`src/rtl/rw_mem_pkg.sv`:
```
// -----------------------------------------------------------------------------
// rw_mem_pkg
// Shared definitions for the windowed RW RAM family in the 8-bit CPU data map.
//   state_t       : sequencer state (ST_CLEAR while zeroing, ST_RUN afterwards)
//   DEF_ADDR_W    : default CPU address width
//   DEF_DATA_W    : default data word width
//   PARITY_MAX_W  : widest word parity_even() accepts; narrower words are
//                   zero-extended by the caller, which leaves the parity intact
//   parity_even() : even-parity bit of a word (1 when the word has an odd
//                   number of ones, so word plus parity bit is always even)
// -----------------------------------------------------------------------------
package rw_mem_pkg;

  typedef enum logic [0:0] {
    ST_CLEAR = 1'b0,
    ST_RUN   = 1'b1
  } state_t;

  localparam int DEF_ADDR_W   = 8;
  localparam int DEF_DATA_W   = 8;
  localparam int PARITY_MAX_W = 64;

  function automatic logic parity_even(input logic [PARITY_MAX_W-1:0] data);
    return ^data;
  endfunction

endpackage

```
`src/rtl/rw_window_decode.sv`:
```
// -----------------------------------------------------------------------------
// rw_window_decode
// Combinational address window decoder shared by the RAM, ROM and IO window
// blocks. An address hits when BASE <= address < BASE+DEPTH; idx is the word
// offset inside the window.
//
// Parameters:
//   ADDR_W : CPU address width
//   BASE   : first address inside the window
//   DEPTH  : number of words in the window (BASE+DEPTH <= 2**ADDR_W)
//
// Ports:
//   address in  ADDR_W          CPU address
//   hit     out 1               address lies inside the window
//   idx     out $clog2(DEPTH)   address - BASE, truncated
// -----------------------------------------------------------------------------
module rw_window_decode #(
  parameter int ADDR_W = 8,
  parameter int BASE   = 128,
  parameter int DEPTH  = 96
) (
  input  logic [ADDR_W-1:0]        address,
  output logic                     hit,
  output logic [$clog2(DEPTH)-1:0] idx
);

  // One extra bit keeps BASE+DEPTH = 2**ADDR_W representable.
  localparam logic [ADDR_W:0] BASE_X  = (ADDR_W+1)'(BASE);
  localparam logic [ADDR_W:0] DEPTH_X = (ADDR_W+1)'(DEPTH);

  logic [ADDR_W:0] offset;

  // The subtraction borrows into the top bit whenever address < BASE, which
  // makes the offset at least 2**ADDR_W and therefore never below DEPTH. A
  // single unsigned compare thus covers both window bounds, and it stays
  // free of constant-compare warnings when BASE is 0.
  always_comb begin
    offset = {1'b0, address} - BASE_X;
    hit    = (offset < DEPTH_X);
    idx    = offset[$clog2(DEPTH)-1:0];
  end

endmodule

```
`src/rtl/rw_window_ram.sv`:
```
// -----------------------------------------------------------------------------
// rw_window_ram
// Single-port synchronous RAM answering only inside the address window
// [BASE, BASE+DEPTH). After reset a sequencer zeroes every word (busy=1 for
// DEPTH cycles), during which all requests are ignored. Afterwards reads
// return data one cycle later with a rd_valid pulse, writes commit at the
// edge, and any request outside the window sets a sticky fault flag.
//
// Build option:
//   RW_WINDOW_RAM_PARITY_EN - when defined, every word carries an extra
//   even-parity bit and reads report a mismatch on parity_err. When
//   undefined, parity_err is tied 0 but the port is kept.
//
// Ports:
//   clk        in  1       system clock, rising edge
//   reset_n    in  1       asynchronous active-low reset
//   req        in  1       access strobe, one access per cycle
//   write      in  1       1=write, 0=read, sampled with req
//   address    in  ADDR_W  CPU address
//   data_in    in  DATA_W  write data
//   data_out   out DATA_W  registered read data
//   rd_valid   out 1       one-cycle pulse: data_out holds a fresh read
//   hit        out 1       combinational: address inside the window
//   busy       out 1       clear sequencer running, accesses ignored
//   fault      out 1       sticky: req issued outside the window
//   fault_clr  in  1       synchronous clear of fault
//   parity_err out 1       read parity mismatch (parity build only)
// -----------------------------------------------------------------------------
module rw_window_ram
  import rw_mem_pkg::*;
#(
  parameter int ADDR_W = DEF_ADDR_W,
  parameter int DATA_W = DEF_DATA_W,
  parameter int BASE   = 128,
  parameter int DEPTH  = 96,
  parameter int IDX_W  = $clog2(DEPTH)
) (
  input  logic              clk,
  input  logic              reset_n,
  input  logic              req,
  input  logic              write,
  input  logic [ADDR_W-1:0] address,
  input  logic [DATA_W-1:0] data_in,
  output logic [DATA_W-1:0] data_out,
  output logic              rd_valid,
  output logic              hit,
  output logic              busy,
  output logic              fault,
  input  logic              fault_clr,
  output logic              parity_err
);

`ifdef RW_WINDOW_RAM_PARITY_EN
  localparam int MEM_W = DATA_W + 1;
`else
  localparam int MEM_W = DATA_W;
`endif

  localparam logic [IDX_W-1:0] LAST_IDX = IDX_W'(DEPTH - 1);

  logic [MEM_W-1:0] mem [DEPTH];

  state_t           state;
  logic [IDX_W-1:0] clrPtr;
  logic [IDX_W-1:0] idx;
  logic             winHit;
  logic             doWrite;
  logic             doRead;
  logic             outOfWindow;
  logic             wrEn;
  logic [IDX_W-1:0] wrIdx;
  logic [MEM_W-1:0] wrWord;
  logic [MEM_W-1:0] storeWord;
  logic [MEM_W-1:0] readWord;

  rw_window_decode #(
    .ADDR_W (ADDR_W),
    .BASE   (BASE),
    .DEPTH  (DEPTH)
  ) uDecode (
    .address (address),
    .hit     (winHit),
    .idx     (idx)
  );

  assign hit  = winHit;
  assign busy = (state == ST_CLEAR);

  // Requests only count once the clear sequencer has finished.
  always_comb begin
    doWrite     = (state == ST_RUN) && req && winHit && write;
    doRead      = (state == ST_RUN) && req && winHit && !write;
    outOfWindow = (state == ST_RUN) && req && !winHit;
    readWord    = mem[idx];
  end

  // The single write port is shared: the sequencer owns it while clearing,
  // the CPU owns it afterwards.
  always_comb begin
    wrEn   = 1'b0;
    wrIdx  = clrPtr;
    wrWord = '0;
    if (state == ST_CLEAR) begin
      wrEn = 1'b1;
    end else if (doWrite) begin
      wrEn   = 1'b1;
      wrIdx  = idx;
      wrWord = storeWord;
    end
  end

  // Storage array, deliberately without reset: the sequencer zeroes it.
  always_ff @(posedge clk) begin
    if (wrEn) begin
      mem[wrIdx] <= wrWord;
    end
  end

  // Sequencer and registered outputs. The clear walks every index once and
  // moves to ST_RUN on the edge that writes the last word; ST_RUN is left
  // only through reset. Fault set is ordered after clear so it wins.
  always_ff @(posedge clk or negedge reset_n) begin
    if (!reset_n) begin
      state    <= ST_CLEAR;
      clrPtr   <= '0;
      data_out <= '0;
      rd_valid <= 1'b0;
      fault    <= 1'b0;
    end else begin
      rd_valid <= doRead;
      if (doRead) begin
        data_out <= readWord[DATA_W-1:0];
      end
      if (fault_clr) begin
        fault <= 1'b0;
      end
      if (outOfWindow) begin
        fault <= 1'b1;
      end
      if (state == ST_CLEAR) begin
        clrPtr <= clrPtr + 1'b1;
        if (clrPtr == LAST_IDX) begin
          state <= ST_RUN;
        end
      end
    end
  end

`ifdef RW_WINDOW_RAM_PARITY_EN
  logic [PARITY_MAX_W-1:0] wrExt;
  logic [PARITY_MAX_W-1:0] rdExt;

  // Zero-extend both words to the package function width; extra zeros do
  // not change the parity.
  always_comb begin
    wrExt                = '0;
    wrExt[DATA_W-1:0]    = data_in;
    rdExt                = '0;
    rdExt[DATA_W-1:0]    = readWord[DATA_W-1:0];
    storeWord            = {parity_even(wrExt), data_in};
  end

  // Parity check is registered with data_out so it lines up with rd_valid.
  always_ff @(posedge clk or negedge reset_n) begin
    if (!reset_n) begin
      parity_err <= 1'b0;
    end else begin
      parity_err <= doRead && (parity_even(rdExt) != readWord[DATA_W]);
    end
  end
`else
  assign storeWord  = data_in;
  assign parity_err = 1'b0;
`endif

endmodule

```
`config.mk`:
```
export PLATFORM = sky130hd
export DESIGN_NAME = rw_window_ram
export DESIGN_NICKNAME = d
export VERILOG_FILES = /design/src/rtl/rw_mem_pkg.sv /design/src/rtl/rw_window_decode.sv /design/src/rtl/rw_window_ram.sv
export SDC_FILE = /design/constraint.sdc
export NUM_CORES = 1
export LEC_CHECK = 0
export ABC_CLOCK_PERIOD_IN_PS = 4770
export CAP_MARGIN = 15
export CORE_UTILIZATION = 40
export DETAILED_ROUTE_END_ITERATION = 6
export GPL_ROUTABILITY_DRIVEN = 0
export SETUP_SLACK_MARGIN = 0.5
export SYNTH_ARGS = -nofsm -noshare
export SYNTH_HDL_FRONTEND = slang
export SYNTH_SLANG_ARGS = --single-unit
```
`constraint.sdc`:
```
create_clock -name clk -period 4.77 [get_ports clk]
set_input_delay 0.954 -clock clk [delete_from_list [all_inputs] [get_ports clk]]
set_output_delay 0.954 -clock clk [all_outputs]
set_load 0.05 [all_outputs]
```
* After elaboration in Yosys (flattened, before gate mapping)
Memories as Yosys holds them, arrays and structs flattened. A register that Yosys moved wholly into a read port is not among the register bits.
Index checks and enable logic that the tools add are counted.
** Storage, ports and cells
- Flip-flop bits (word level) :: 10
- RAM bits :: 768
- Input bits :: 21
- Memories kept :: 1
** Memory list
- mem :: words 96, width 8, rd ports 1, clocked after memory_dff 1, write ports 1, line rw_window_ram.sv:61 : logic [MEM_W-1:0] mem [DEPTH];
** Operators by class
- Add/sub/neg operators :: 2
- Magnitude comparators :: 1
- Eq/ne operators :: 1
- Mux-type cells :: 12
- Bitwise operators :: 1
- Reduce and logical (&&, ||, !) cells :: 9
** Operators by type and width (count)
- $mux W8 :: 2
- $mux W7 :: 2
- $lt A9 B7 Y1 const B :: 1
- $sub A8 B8 Y9 const B :: 1
- $mux W1 :: 8
- $add A7 B1 Y7 const B :: 1
- $eq A7 B7 Y1 const B :: 1
- $logic_and A1 B1 Y1 :: 5
- $logic_not A1 Y1 :: 3
- $reduce_bool A2 Y1 :: 1
- $not A1 Y1 :: 1

* Longest topological paths before layout
- Depth after elaboration :: 8
- Depth in mapped cells :: 11

* By module
A second synthesis with hierarchy kept.
** Unflattened totals
- Cells, all modules :: 1545
- Area, all modules :: 30848.3 um^2
** By module, submodules not included
- rw_window_ram :: times used 1, cells each 1537, area an instance 30784.5 um^2, seq. area each 23512.6 um^2
- rw_window_decode :: times used 1, cells each 8, area an instance 63.8 um^2, seq. area each 0.0 um^2

* Worst setup path after synthesis
No wires, ideal clock.
- Path kind :: input -> register
- Start point :: input address[7]
- End point :: memory mem[0][0] (netlist bit), data pin
- Library setup time :: 0.451 ns
- Arrival :: 3.754 ns
- Data required time :: 4.319 ns
- Path slack :: 0.565 ns
- Cell stages on the path :: 4
- Path buffers :: 1
- Cell sequence :: a21boi_1 and4_1 clkbuf_1 and2_1
** Between the ends
- Cells in the longest elaborated chain, start to end :: 6
** RTL lines
- start: declaration :: line rw_window_ram.sv:42 : input logic [ADDR_W-1:0] address,
- $sub A8 B8 Y9 :: line rw_window_decode.sv:38 : offset = {1'b0, address} - BASE_X;
- $lt A9 B7 Y1 :: line rw_window_decode.sv:39 : hit = (offset < DEPTH_X);
- $logic_and A1 B1 Y1 (2 in a row) :: line rw_window_ram.sv:91 : doWrite = (state == ST_RUN) && req && winHit && write;
- $mux W8 :: line rw_window_ram.sv:105 : end else if (doWrite) begin
- $mux W8 :: line rw_window_ram.sv:103 : if (state == ST_CLEAR) begin
- named net wrWord[0] :: line rw_window_ram.sv:72 : logic [MEM_W-1:0] wrWord;
- end: declaration :: line rw_window_ram.sv:61
The timed path passes the listed nets, and every way through them passes these cells.

* Final worst setup path
- Start point :: input address[6]
- End point :: output hit
** Between the ends
- Cells in the longest elaborated chain, start to end :: 2
** RTL lines
- $sub A8 B8 Y9 :: line rw_window_decode.sv:38
- $lt A9 B7 Y1 :: line rw_window_decode.sv:39
- end: declaration :: line rw_window_ram.sv:46 : output logic hit,
Every way passes these cells.

==> insert_results.sql <==
INSERT INTO impl_metrics (metric_group, metric, value, unit) VALUES
('power_and_ir_drop', 'seqPwrFrac', '55.0', '%'),
('grt', 'number_of_global_route_vias_before_repair', '16025', ''),
('synthesis', 'ys_async_sr_fraction', '2.29', '%'),
('clocking', 'cell_at_the_root_of_the_clock_tree', 'clkbuf_16', ''),
('place', 'detailed_place_hpwl', '47300', 'um'),
('final_layout', 'nets', '1758', ''),
('sta', 'min_period', '4.01', 'ns'),
('grt', 'grt_remaining_overflow', '0', ''),
('final_layout', 'postLayoutCoreUtil', '46.5', '%'),
('clocking', 'cts.path.max_buffers', '3', ''),
('power_and_ir_drop', 'worst_ir_drop_vdd', '224', 'uV'),
('place', 'port_buffers', '32', ''),
('synthesis', 'yosys.area.top_type_share', '74.0', '%'),
('drt', 'average_wire_length_per_cell_after_detail_routing', '26.7', 'um'),
('final_layout', 'area_used_by_multi_input_combinational_logic', '0.00704', 'mm2'),
('sta', 'fin_skew', '0.0322', 'ns'),
('power_and_ir_drop', 'cellLeakagePower', '9.72', 'nW'),
('synthesis', 'cell_type_with_the_highest_aggregate_area_in_the_netlist', 'edfxtp_1', ''),
('final_layout', 'area_growth', '14.2', '%'),
('sta', 'slew_viol_final', '0', ''),
('grt', 'pin_count_of_the_biggest_net_entering_global_routing', '97', ''),
('clocking', 'cts_inserted_buffers', '77', ''),
('critical_path', 'critical_path_class', 'primary input to output pin', ''),
('power_and_ir_drop', 'power.density_cell_area', '381', 'mW/mm2'),
('synthesis', 'synth_fp_nets', '1617', ''),
('critical_path', 'cp.arrival', '3.05', 'ns'),
('drt', 'drt_drc_violations_left', '0', ''),
('floorplan', 'core', '0.0765', 'mm2'),
('floorplan', 'die_h', '281', 'um'),
('synthesis', 'ys.warnings.count', '0', ''),
('final_layout', 'antenna_cells_inserted', '0', ''),
('sta', 'finalHoldViolations', '0', ''),
('sta', 'clock.fmax', '250', 'MHz'),
('clocking', 'cts.sinks', '786', ''),
('power_and_ir_drop', 'total_power', '13.6', 'mW'),
('clocking', 'clock_insertion_delay_worst_skew', '0.63', 'ns'),
('floorplan', 'die_area', '0.0790', 'mm2'),
('sta', 'setup_total_negative_slack', '0', 'ns'),
('critical_path', 'worst-path-max-fanout', '6', ''),
('final_layout', 'layout.filler_cells', '6304', ''),
('final_layout', 'layout-drive-gt1-share', '20.2', '%'),
('status', 'run_status', 'finished clean', ''),
('critical_path', 'worst-endpoint-required', '3.82', 'ns'),
('synthesis', 'cell_types_with_the_largest_area_share_after_synthesis', 'edfxtp_1 (74%), mux4_2 (8.2%), mux2i_1 (5.3%), a22oi_1 (1.7%), dfrtp_1 (1.4%)', ''),
('clocking', 'cts_hold_repair.buffers', '0', ''),
('sta', 'setup-violations-final', '0', ''),
('grt', 'grt_usage', '19.4', '%'),
('place', 'placedCellCount', '2687', ''),
('sta', 'rsz0062_at_grt', 'no', ''),
('power_and_ir_drop', 'clock_power_share', '42.5', '%'),
('critical_path', 'end_kind', 'output pin', ''),
('power_and_ir_drop', 'p_sw_share', '20.1', '%'),
('clocking', 'clock_pin_slew_reported_for_the_worst_setup_and_hold_paths_after_clock_tree_synthesis', '0.06', 'ns'),
('synthesis', 'seq_area_frac_synth', '75.5', '%'),
('drt', 'first_pass_iters', '5', ''),
('synthesis', 'distinct_cell_type_count_of_the_synthesized_netlist', '52', ''),
('synthesis', 'synth.cell_area', '0.0312', 'mm2'),
('critical_path', 'worst_setup_path_start_kind', 'primary input', ''),
('clocking', 'ctsResizeCount', '0', ''),
('place', 'dpl-instance-area', '0.0332', 'mm2'),
('synthesis', 'synth_flop_cell', 'edfxtp_1', ''),
('clocking', 'postCtsSetupRepairBufs', '0', ''),
('floorplan', 'floorplan.initialDensity', '40.8', '%'),
('floorplan', 'dieWidth', '281', 'um'),
('final_layout', 'final_area', '0.0356', 'mm2'),
('drt', 'route.vias.total', '15862', ''),
('clocking', 'ctsHtreeMaxLevel', '3', ''),
('floorplan', 'floorplan.io_pins', '34', ''),
('clocking', 'tritoncts', 'yes', ''),
('power_and_ir_drop', 'share_comb_of_total_power', '2.4', '%'),
('synthesis', 'syn_avg_cell_area', '19.5', 'um2');
## placed cells by master, fill, tap and decap left out, types with 5 or more instances in the layout
master,instances
clkinv_2,17
a22oi_1,69
clkinv_1,13
a211oi_1,10
o22ai_1,7
o21ai_0,16
nor2_1,96
xnor2_1,5
nand3_1,33
nand2_1,59
and2_4,8
clkbuf_16,79
or3_1,5
mux4_1,16
edfxtp_1,768
mux2i_1,164
clkbuf_1,14
nand2b_1,7
nor3_1,12
buf_12,12
nor2b_1,9
mux4_2,113
clkdlybuf4s50_1,29
buf_4,105
mux2_2,10
dfrtp_1,18
a31oi_1,15
a21oi_1,19
## final timing paths
check,from,end,slack (ns),cells after the start
max,address[6],hit,0.76,3
min,fault$_DFFE_PN0P_,fault$_DFFE_PN0P_,0.53,2
max reg2reg,state$_DFF_PN0_,mem[73][1]$_DFFE_PP_,1.77,6
min reg2reg,fault$_DFFE_PN0P_,fault$_DFFE_PN0P_,0.53,2
max in group asynchronous,reset_n,data_out[7]$_DFFE_PN0P_,3.40,1
min in group asynchronous,reset_n,rd_valid$_DFF_PN0_,0.81,1
## worst max-delay path, stage by stage
cell and delay, ns:
clkdlybuf4s50_1 0.61, a21boi_1 0.58, clkdlybuf4s50_1 0.92
## final cells by class
| class | instances | area share (%) |
|---|---|---|
| flip-flops and latches | 786 | 66.1 |
| multi-input cells | 720 | 19.8 |
| clock buffers | 97 | 5.86 |
| repair buffers | 148 | 3.78 |
| well taps | 1030 | 3.62 |
| clock inverters | 39 | 0.813 |
| inverters | 3 | 0.0317 |
## power groups by stage
stage / logic (mW) / registers, mW / clock network, mW
2_1_floorplan: 0.237 / 7.61 / 0
6_report: 0.331 / 7.46 / 5.77
5_1_grt: 0.346 / 7.46 / 6.15
3_5_place_dp: 0.332 / 7.61 / 0
4_1_cts: 0.332 / 7.46 / 5.88
3_3_place_gp: 0.331 / 7.61 / 0
## state kept, by name, summed over array words and instances (netlist names)
register  count
fault         1
clrPtr        7
rd_valid      1
state         1
mem         768
data_out      8
## cell families after synthesis
group / Yosys count / share of synthesized area [%]
AND/OR/NAND/NOR: 246 / 3.53
multiplexers: 303 / 15.1
buffers and inverters: 89 / 2.03
other: 1 / 0.0120
adder cells (fa/ha/maj): 1 / 0.0402
AO/OA/AOI/OAI: 163 / 3.61
XOR/XNOR: 6 / 0.169
flip-flops: 786 / 75.5
## cell usage after synthesis, types with 15 or more instances
cell type and n:
buf_4 16, mux4_2 113, o21ai_0 16, mux2i_1 164, a31oi_1 15, nor2_1 97, a22oi_1 69, nand2_1 59
nand3_1 33, buf_6 15, a21oi_1 19, buf_2 15, clkbuf_1 25, mux4_1 16, edfxtp_1 768, dfrtp_1 18
## metrics by stage
| stage | hold WS (ns) | setup WS, ns |
|---|---|---|
| finish | 0.533 | 0.762 |
| global route | 0.557 | 0.747 |
| CTS | 0.537 | 0.841 |
| detailed placement | 0.528 | 0.457 |
| global placement | 0.519 | 0.499 |
| floorplan | 0.474 | 0.565 |
## layer usage
metal / vias to the layer above / track usage, % / wire (um)
li1: 6815 / - / -
met1: 8316 / 26.8 / 32000
met2: 621 / 31.6 / 36700
met3: 110 / 3.03 / 4770
met4: 0 / 6.11 / 1820
met5: - / 0 / 0
No activity file was read; power rests on OpenSTA's default activity.
